## src/rtl/hood_pkg.sv

```systemverilog
// Shared constants for the range-hood key front-end: key indices, speed one-hot codes,
// default timing and a small popcount helper used by the conflict arbitration.
package hood_pkg;

  localparam int NUM_KEYS = 5;
  localparam int K_MENU   = 0;
  localparam int K_SPD1   = 1;
  localparam int K_SPD2   = 2;
  localparam int K_SPD3   = 3;
  localparam int K_CLEAN  = 4;

  localparam logic [2:0] SPD_NONE = 3'b000;
  localparam logic [2:0] SPD_1    = 3'b001;
  localparam logic [2:0] SPD_2    = 3'b010;
  localparam logic [2:0] SPD_3    = 3'b100;

  // 10 ms debounce and 2 s long press at 100 MHz
  localparam int DEF_DEBOUNCE_CYCLES   = 1_000_000;
  localparam int DEF_LONG_PRESS_CYCLES = 200_000_000;

  function automatic logic [1:0] count3(input logic [2:0] v);
    return {1'b0, v[0]} + {1'b0, v[1]} + {1'b0, v[2]};
  endfunction

endpackage

```

## src/rtl/key_debounce.sv

```systemverilog
// One key: 2-FF synchroniser, mismatch-run counter that flips the stable level after
// DEBOUNCE_CYCLES consecutive mismatches, and a combinational rising-edge press strobe.
module key_debounce #(
  parameter int DEBOUNCE_CYCLES = 1_000_000
) (
  input  logic clk,
  input  logic reset,
  input  logic key,
  output logic stable,
  output logic press
);

  localparam int CW = (DEBOUNCE_CYCLES > 1) ? $clog2(DEBOUNCE_CYCLES) : 1;
  localparam logic [CW-1:0] CNT_LAST = CW'(DEBOUNCE_CYCLES - 1);

  logic          sync_a;
  logic          s;
  logic          stable_q;
  logic [CW-1:0] cnt;

  always_ff @(posedge clk or negedge reset) begin
    if (!reset) begin
      sync_a   <= 1'b0;
      s        <= 1'b0;
      stable   <= 1'b0;
      stable_q <= 1'b0;
      cnt      <= '0;
    end else begin
      sync_a   <= key;
      s        <= sync_a;
      stable_q <= stable;
      // any return to the stable level restarts the run from zero
      if (s == stable) begin
        cnt <= '0;
      end else if (cnt == CNT_LAST) begin
        stable <= s;
        cnt    <= '0;
      end else begin
        cnt <= cnt + CW'(1);
      end
    end
  end

  assign press = stable & ~stable_q;

endmodule

```

## src/rtl/hood_key_conditioner.sv

```systemverilog
// Debounced, conflict-checked key events for the hood mode controller; all outputs registered,
// pulses appear DEBOUNCE_CYCLES+3 edges after the first sample of a new raw level.
module hood_key_conditioner
  import hood_pkg::*;
#(
  parameter int DEBOUNCE_CYCLES   = DEF_DEBOUNCE_CYCLES,
  parameter int LONG_PRESS_CYCLES = DEF_LONG_PRESS_CYCLES
) (
  input  logic       clk,
  input  logic       reset,
  input  logic       key_menu,
  input  logic [2:0] key_spd,
  input  logic       key_clean,
  output logic       menu_btn,
  output logic       menu_long,
  output logic [2:0] speed_btn,
  output logic       clean_btn,
  output logic       key_conflict,
  output logic [4:0] key_stable
);

  localparam int LW = $clog2(LONG_PRESS_CYCLES) + 1;
  localparam logic [LW-1:0] LONG_LAST = LW'(LONG_PRESS_CYCLES - 1);
  localparam logic [LW-1:0] LONG_SAT  = LW'(LONG_PRESS_CYCLES);

  logic [NUM_KEYS-1:0] raw;
  logic [NUM_KEYS-1:0] stable;
  logic [NUM_KEYS-1:0] press;
  logic [LW-1:0]       lcnt;

  assign raw = {key_clean, key_spd, key_menu};

  for (genvar i = 0; i < NUM_KEYS; i++) begin : g_key
    key_debounce #(
      .DEBOUNCE_CYCLES(DEBOUNCE_CYCLES)
    ) u_key_debounce (
      .clk    (clk),
      .reset  (reset),
      .key    (raw[i]),
      .stable (stable[i]),
      .press  (press[i])
    );
  end

  logic [2:0] spd_ev;
  logic [2:0] spd_lvl;
  logic       clean_ev;
  logic       spd_ok;
  logic       clean_ok;
  logic       spd_rej;
  logic       clean_rej;

  always_comb begin
    spd_ev    = press[K_SPD3:K_SPD1];
    spd_lvl   = stable[K_SPD3:K_SPD1];
    clean_ev  = press[K_CLEAN];
    // a gear change is only legal when it is the sole speed key down and clean is not racing it
    spd_ok    = (count3(spd_ev) == 2'd1) && (count3(spd_lvl) == 2'd1) && !clean_ev;
    clean_ok  = clean_ev && !(|spd_lvl) && !(|spd_ev);
    spd_rej   = (|spd_ev) && !spd_ok;
    clean_rej = clean_ev && !clean_ok;
  end

  always_ff @(posedge clk or negedge reset) begin
    if (!reset) begin
      menu_btn     <= 1'b0;
      menu_long    <= 1'b0;
      speed_btn    <= SPD_NONE;
      clean_btn    <= 1'b0;
      key_conflict <= 1'b0;
      lcnt         <= '0;
    end else begin
      menu_btn     <= press[K_MENU];
      speed_btn    <= spd_ok ? spd_ev : SPD_NONE;
      clean_btn    <= clean_ok;
      key_conflict <= spd_rej | clean_rej;
      menu_long    <= stable[K_MENU] && (lcnt == LONG_LAST);
      // saturating one past the fire point keeps menu_long to a single pulse per hold
      if (!stable[K_MENU]) begin
        lcnt <= '0;
      end else if (lcnt != LONG_SAT) begin
        lcnt <= lcnt + LW'(1);
      end
    end
  end

  assign key_stable = stable;

endmodule

```

## config.mk

```make
export PLATFORM = sky130hd
export DESIGN_NAME = hood_key_conditioner
export DESIGN_NICKNAME = d
export VERILOG_FILES = /design/src/rtl/hood_pkg.sv /design/src/rtl/key_debounce.sv /design/src/rtl/hood_key_conditioner.sv
export SDC_FILE = /design/constraint.sdc
export NUM_CORES = 1
export LEC_CHECK = 0
export ABC_AREA = 1
export BUFFER_PORTS_ARGS = -buffer_cell sky130_fd_sc_hd__clkbuf_2
export CELL_PAD_IN_SITES_DETAIL_PLACEMENT = 1
export CELL_PAD_IN_SITES_GLOBAL_PLACEMENT = 1
export CORE_MARGIN = 3
export CORE_UTILIZATION = 47
export CTS_CLUSTER_SIZE = 16
export DETAILED_ROUTE_END_ITERATION = 8
export GPL_ROUTABILITY_DRIVEN = 0
export GPL_TIMING_DRIVEN = 0
export PLACE_DENSITY = 0.9
export SYNTH_ARGS = -nofsm -noshare
export SYNTH_HDL_FRONTEND = slang
export SYNTH_SLANG_ARGS = --single-unit
```

## constraint.sdc

```tcl
create_clock -name clk -period 2.4 [get_ports clk]
set_clock_uncertainty 0.2 [all_clocks]
set_input_delay 0.24 -clock clk [delete_from_list [all_inputs] [get_ports clk]]
set_output_delay 0.24 -clock clk [all_outputs]
set_load 0.1 [all_outputs]
```

==> Word-level counts from Yosys, hierarchy flattened <==
Index checks and enable logic that the tools add are counted.
{ "word_totals": {"elab_cells": 104, "out_inout_bits": 12, "regBits": 156} }
{ "classes": {"n_reduce_logical": 19, "eq_ne": 15, "addsub": 10, "muxes": 13, "bitwise_logic": 16} }
{ "op_table": {"columns": ["cell", "n"], "rows": [
  ["two-way mux 20 bit", 10],
  ["adder 20 x 1 -> 20 bit (second input constant)", 5],
  ["== test 20 bit (second input constant)", 5],
  ["two-way mux 29 bit", 2],
  ["adder 29 x 1 -> 29 bit (second input constant)", 1],
  ["== test 29 x 28 -> 1 bit (second input constant)", 1],
  ["!= test 29 x 28 -> 1 bit (second input constant)", 1],
  ["inverter 1 bit", 10],
  ["AND reduction 2 bit", 5],
  ["logical AND 1 bit", 7],
  ["OR reduction 3 bit", 2],
  ["AND 1 bit", 5],
  ["== test 1 bit", 5],
  ["logical NOT 1 bit", 5],
  ["adder 1 x 1 -> 2 bit", 2],
  ["adder 2 x 1 -> 2 bit", 2],
  ["== test 2 x 1 -> 1 bit (second input constant)", 2],
  ["two-way mux 3 bit", 1],
  ["!= test 2 bit (second input constant)", 1],
  ["OR 1 bit", 1]
]} }

==> Logic depth before layout (Yosys ltp) <==
{ "logic_depth": {"word_depth": 10, "depth_mapped": 11} }

==> Hierarchy <==
A second synthesis with hierarchy kept.
{ "hier_totals": {"cells_unflattened": 1139, "hier_area_um2": 8717.1} }
{ "modules_own_cells": {"columns": ["module", "area_per_inst_um2", "n_inst", "seq_area_each_um2", "cells_each"], "rows": [
  ["key_debounce", 1293.7, 5, 600.6, 163],
  ["hood_key_conditioner", 2248.4, 1, 900.9, 324]
]} }

==> Worst setup path after synthesis <==
No wires, ideal clock.
{ "synth_path": {"path_kind": "reg2reg", "startpoint": "register g_key[2].u_key_debounce.stable", "endpoint": "register key_conflict", "period_less_slack_ps": 1766, "path_stages_with_launch": 7, "arrival_ps": 1431, "path_slack_ps": 634, "setup_ps": 135, "path_cell_list": "dfrtp_1 inv_1 nor2_1 fa_1 nand4_1 o31ai_1 a21oi_1"} }
{ "synth_between": {"elab_chain_len": 9} }
{ "synth_rtl": {"columns": ["element", "line", "source"], "rows": [
  ["from (decl)", "key_debounce.sv:9", "output logic stable,"],
  ["from (signal assigned)", "key_debounce.sv:36", "stable <= s;"],
  ["AND 1 bit", "key_debounce.sv:44", "assign press = stable & ~stable_q;"],
  ["adder 1 x 1 -> 2 bit", "hood_pkg.sv:22", "return {1'b0, v[0]} + {1'b0, v[1]} + {1'b0, v[2]};"],
  ["adder 2 x 1 -> 2 bit", "hood_pkg.sv:22", null],
  ["== test 2 x 1 -> 1 bit", "hood_key_conditioner.sv:58", "spd_ok = (count3(spd_ev) == 2'd1) && (count3(spd_lvl) == 2'd1) && !clean_ev;"],
  ["logical AND 1 bit (2 in a row)", "hood_key_conditioner.sv:58", null],
  ["logical NOT 1 bit", "hood_key_conditioner.sv:60", "spd_rej = (|spd_ev) && !spd_ok;"],
  ["logical AND 1 bit", "hood_key_conditioner.sv:60", null],
  ["OR 1 bit (*)", "hood_key_conditioner.sv:76", "key_conflict <= spd_rej | clean_rej;"],
  ["to (signal assigned)", "hood_key_conditioner.sv:76", null],
  ["to (decl)", "hood_key_conditioner.sv:18", "output logic key_conflict,"]
]} }
Mark *: on every way between the ends. The rest lies on a longest branch, timed or not.
A chain may end at the register's enable or synchronous reset.

==> Worst setup path in the final report <==
{ "layout_path": {"startpoint": "register g_key[4].u_key_debounce.cnt[0]", "endpoint": "register g_key[4].u_key_debounce.cnt[17]"} }
{ "layout_between": {"elab_chain_len": 3} }
{ "layout_rtl": {"columns": ["element", "line", "source"], "rows": [
  ["from (decl)", "key_debounce.sv:19", "logic [CW-1:0] cnt;"],
  ["from (signal assigned)", "key_debounce.sv:39", "cnt <= cnt + CW'(1);"],
  ["adder 20 x 1 -> 20 bit or == test 20 bit (tied branches)", "key_debounce.sv:39, key_debounce.sv:35", null],
  ["two-way mux 20 bit (*)", "key_debounce.sv:35", "end else if (cnt == CNT_LAST) begin"],
  ["two-way mux 20 bit (*)", "key_debounce.sv:33", "if (s == stable) begin"]
]} }
Marked as above.

==> flow_summary.json <==
{
  "die_w_um": 138.8,
  "drtIter0Drc": 337,
  "setup_violations": 0,
  "finalPower_mw": 5.728,
  "worstPathArrival_ps": 2140,
  "clkLatencyLatePin_ps": 440,
  "overflow": 0,
  "dp_hpwl_um": 16000,
  "n_antenna_cell": 0,
  "start_util": 0.4896,
  "dr.pass1.iters": 4,
  "yosys_warnings": 0,
  "htree_levels": 4,
  "fin_crit_ps": 2027,
  "path_clk_slew_ps": 60,
  "start_kind": "flop",
  "synth_flop_cell": "dfrtp_1",
  "finalInstanceArea_mm2": 0.009376,
  "p_comb_frac": 0.031,
  "hold_path_class": "input port to asynchronous set/reset pin",
  "numCtsBuffers": 17,
  "cpMostUsedCell": "inv_1",
  "swShare": 0.2337,
  "seqCellArea_mm2": 0.003904,
  "drc": 0,
  "power.net_switching_mw": 1.339,
  "synth_top_area_frac": 0.4708,
  "ctsLongestPathBuffers": 2,
  "final_nets": 1152,
  "grt_max_degree": 106,
  "multi_input_area_mm2": 0.003882,
  "hold_violations": 0,
  "synthArstFlopShare": 1.000,
  "drv_cap": 0,
  "synthAdderAreaFrac": 0.01539,
  "p_per_area_mw_per_mm2": 610.9,
  "max-vdd-ir-drop_uv": 575.8,
  "rsz0062_at_grt": "false",
  "p_int_mw": 4.389,
  "final_cells": 1369,
  "synthXorXnorAreaFrac": 0.06232,
  "port_buffers": 18,
  "grt_pass1_wl_um": 39100,
  "critPathBufInv": 3,
  "critPathTopFamily": "simple AND/OR/NAND/NOR gates",
  "synth_top_area_cell": "dfrtp_1",
  "syn_avg_cell_area_um2": 7.593,
  "period_share": 0.8447,
  "grt_usage": 0.2467,
  "postCtsResizedCells": 0,
  "synthTopCellsByArea": "dfrtp_1 47%, nor2_1 12%, nand2_1 12%",
  "slew_headroom": 0.6224,
  "layout-drive-gt1-share": 0.1044,
  "path_cells": "ha_1 > buf_4 > inv_1 > nor3_2 > nand3_1 > nand2_2 > inv_1 > nand2_1 > nor2_1",
  "ys_seq_area_frac": 0.4708,
  "worst_path_max_delay_cell": "dfrtp_1",
  "dieHeight_um": 138.8,
  "ys_types": 33,
  "clock-sinks": 156,
  "wirelength_um": 22680,
  "required_ps": 2520,
  "status": "completed",
  "place_area_mm2": 0.008693,
  "core_area_mm2": 0.01694,
  "wl_per_cell_um": 16.56,
  "via_per_inst": 5.303,
  "holdBufCountCts": 6,
  "grt_pass1_vias": 8113,
  "timing.fmax_mhz": 493.2,
  "synth_top_family_by_area": "simple AND/OR/NAND/NOR gates",
  "synth_seq_cells": 156,
  "yosys-top-cells-count": "275 x nor2_1, 255 x nand2_1, 156 x dfrtp_1",
  "synth.area.mux_share": 0,
  "whs_ps": 120.9,
  "cts-root-buf": "clkbuf_16",
  "dp.cells": 1331,
  "crit_path_end_kind": "flop",
  "vias": 7260,
  "io_pins": 19,
  "cts_tree": "built",
  "seqPwrFrac": 0.468,
  "synth_area_mm2": 0.008292,
  "worstSetupPathType": "flop to flop",
  "leakage_nw": 3.928,
  "slowest_delay_ps": 380,
  "syn_nets": 1108,
  "synth_edf_count": 0,
  "cts_setup_buffers": 0,
  "synth_compound_area_frac": 0.02912,
  "dieArea_mm2": 0.01927,
  "tightest_slew_ps": 566.4,
  "yosys.area_share.simple": 0.3614,
  "n_fill_cell": 2142,
  "power_frac_clock": 0.501,
  "antenna_found_initial": 0,
  "rows": 47,
  "ant_nets": 0,
  "yosysMostFrequentCell": "nor2_1",
  "synth_cells": 1092,
  "final_max_slew_viol_count": 0,
  "area_growth_pct": 13.08,
  "crit_fanout": 8
}
[routing by layer]
metal	global-route usage	share of wire	up-vias
met2	0.4306	0.51	117
met4	0.08908	0.020	0
met1	0.3031	0.44	3625
li1	-	-	3479
met3	0.05138	0.032	39
met5	0	0	-
[stage by stage]
stage / TNS, ps / utilization / setup WS, ps
2_1_floorplan: 0 / - / 633.8
3_3_place_gp: -301330 / 0.5112 / -1942
3_5_place_dp: 0 / 0.5133 / 404.4
4_1_cts: 0 / 0.5536 / 368.6
5_1_grt: 0 / 0.5536 / 216.8
6_report: 0 / 0.5536 / 372.6
[path summary, 6_finish.rpt]
path / start / end / slack (ps) / depth (start not counted)
min reg2reg: g_key[0].u_key_debounce.sync_a / g_key[0].u_key_debounce.s / 150 / 0
max reg2reg: g_key[4].u_key_debounce.cnt[0] / g_key[4].u_key_debounce.cnt[17] / 370 / 9
min in group clk: g_key[0].u_key_debounce.sync_a / g_key[0].u_key_debounce.s / 150 / 0
min: reset / lcnt[26] / 120 / 2
max in group asynchronous: reset / g_key[4].u_key_debounce.cnt[13] / 1020 / 3
max: g_key[4].u_key_debounce.cnt[0] / g_key[4].u_key_debounce.cnt[17] / 370 / 9
[layout by cell type, fill, tap and decap left out, types with 7 or more instances in the layout]
master	netlist	layout
nand2_1	255	255
xor2_1	30	30
inv_1	107	107
dfrtp_1	156	156
nor2_2	20	20
clkbuf_2	0	17
ha_1	7	7
nand4_1	14	14
nor2_4	7	7
xnor2_1	29	29
nor3_1	37	37
a21oi_1	23	23
nand2_2	19	19
o21ai_0	15	15
nor2_1	275	275
nand3_1	56	56
clkbuf_16	0	17
[power groups by stage]
stage | combinational, mW | clock, mW | sequential [mW]
2_1_floorplan | 0.0731 | 0 | 2.72
3_3_place_gp | 0.150 | 0 | 2.73
3_5_place_dp | 0.168 | 0 | 2.73
4_1_cts | 0.182 | 2.93 | 2.68
5_1_grt | 0.203 | 3.03 | 2.68
6_report | 0.176 | 2.87 | 2.68
[cells by family (layout without fill, tap and decap cells)]
| logic type | Yosys count | after routing |
|---|---|---|
| XOR/XNOR | 59 | 59 |
| buffers and inverters | 124 | 181 |
| AO/OA/AOI/OAI | 45 | 45 |
| adder cells (fa/ha/maj) | 9 | 9 |
| flip-flops | 156 | 156 |
| AND/OR/NAND/NOR | 699 | 699 |
[worst reg2reg max path, cell delays in order, from the launching register on]
cell and delay (ps):
dfrtp_1 380, ha_1 160, buf_4 150, inv_1 70, nor3_2 250, nand3_1 180, nand2_2 230, inv_1 110
nand2_1 110, nor2_1 60
[area by class of cell]
cell class,instances,area share
flip-flops and latches,156,0.4163
multi-input cells,812,0.4141
clock buffers,18,0.04684
inverters,114,0.04564
well taps,220,0.02936
repair buffers,25,0.01988
clock inverters,14,0.01962
plain buffers,10,0.008273
[state kept, by name, indices dropped and copies added (netlist names)]
signal                         flops
g_key.u_key_debounce.cnt         100
menu_btn                           1
g_key.u_key_debounce.stable_q      5
clean_btn                          1
menu_long                          1
lcnt                              29
key_conflict                       1
g_key.u_key_debounce.s             5
g_key.u_key_debounce.sync_a        5
speed_btn                          3
g_key.u_key_debounce.stable        5
No activity file was read; power rests on OpenSTA's default activity.
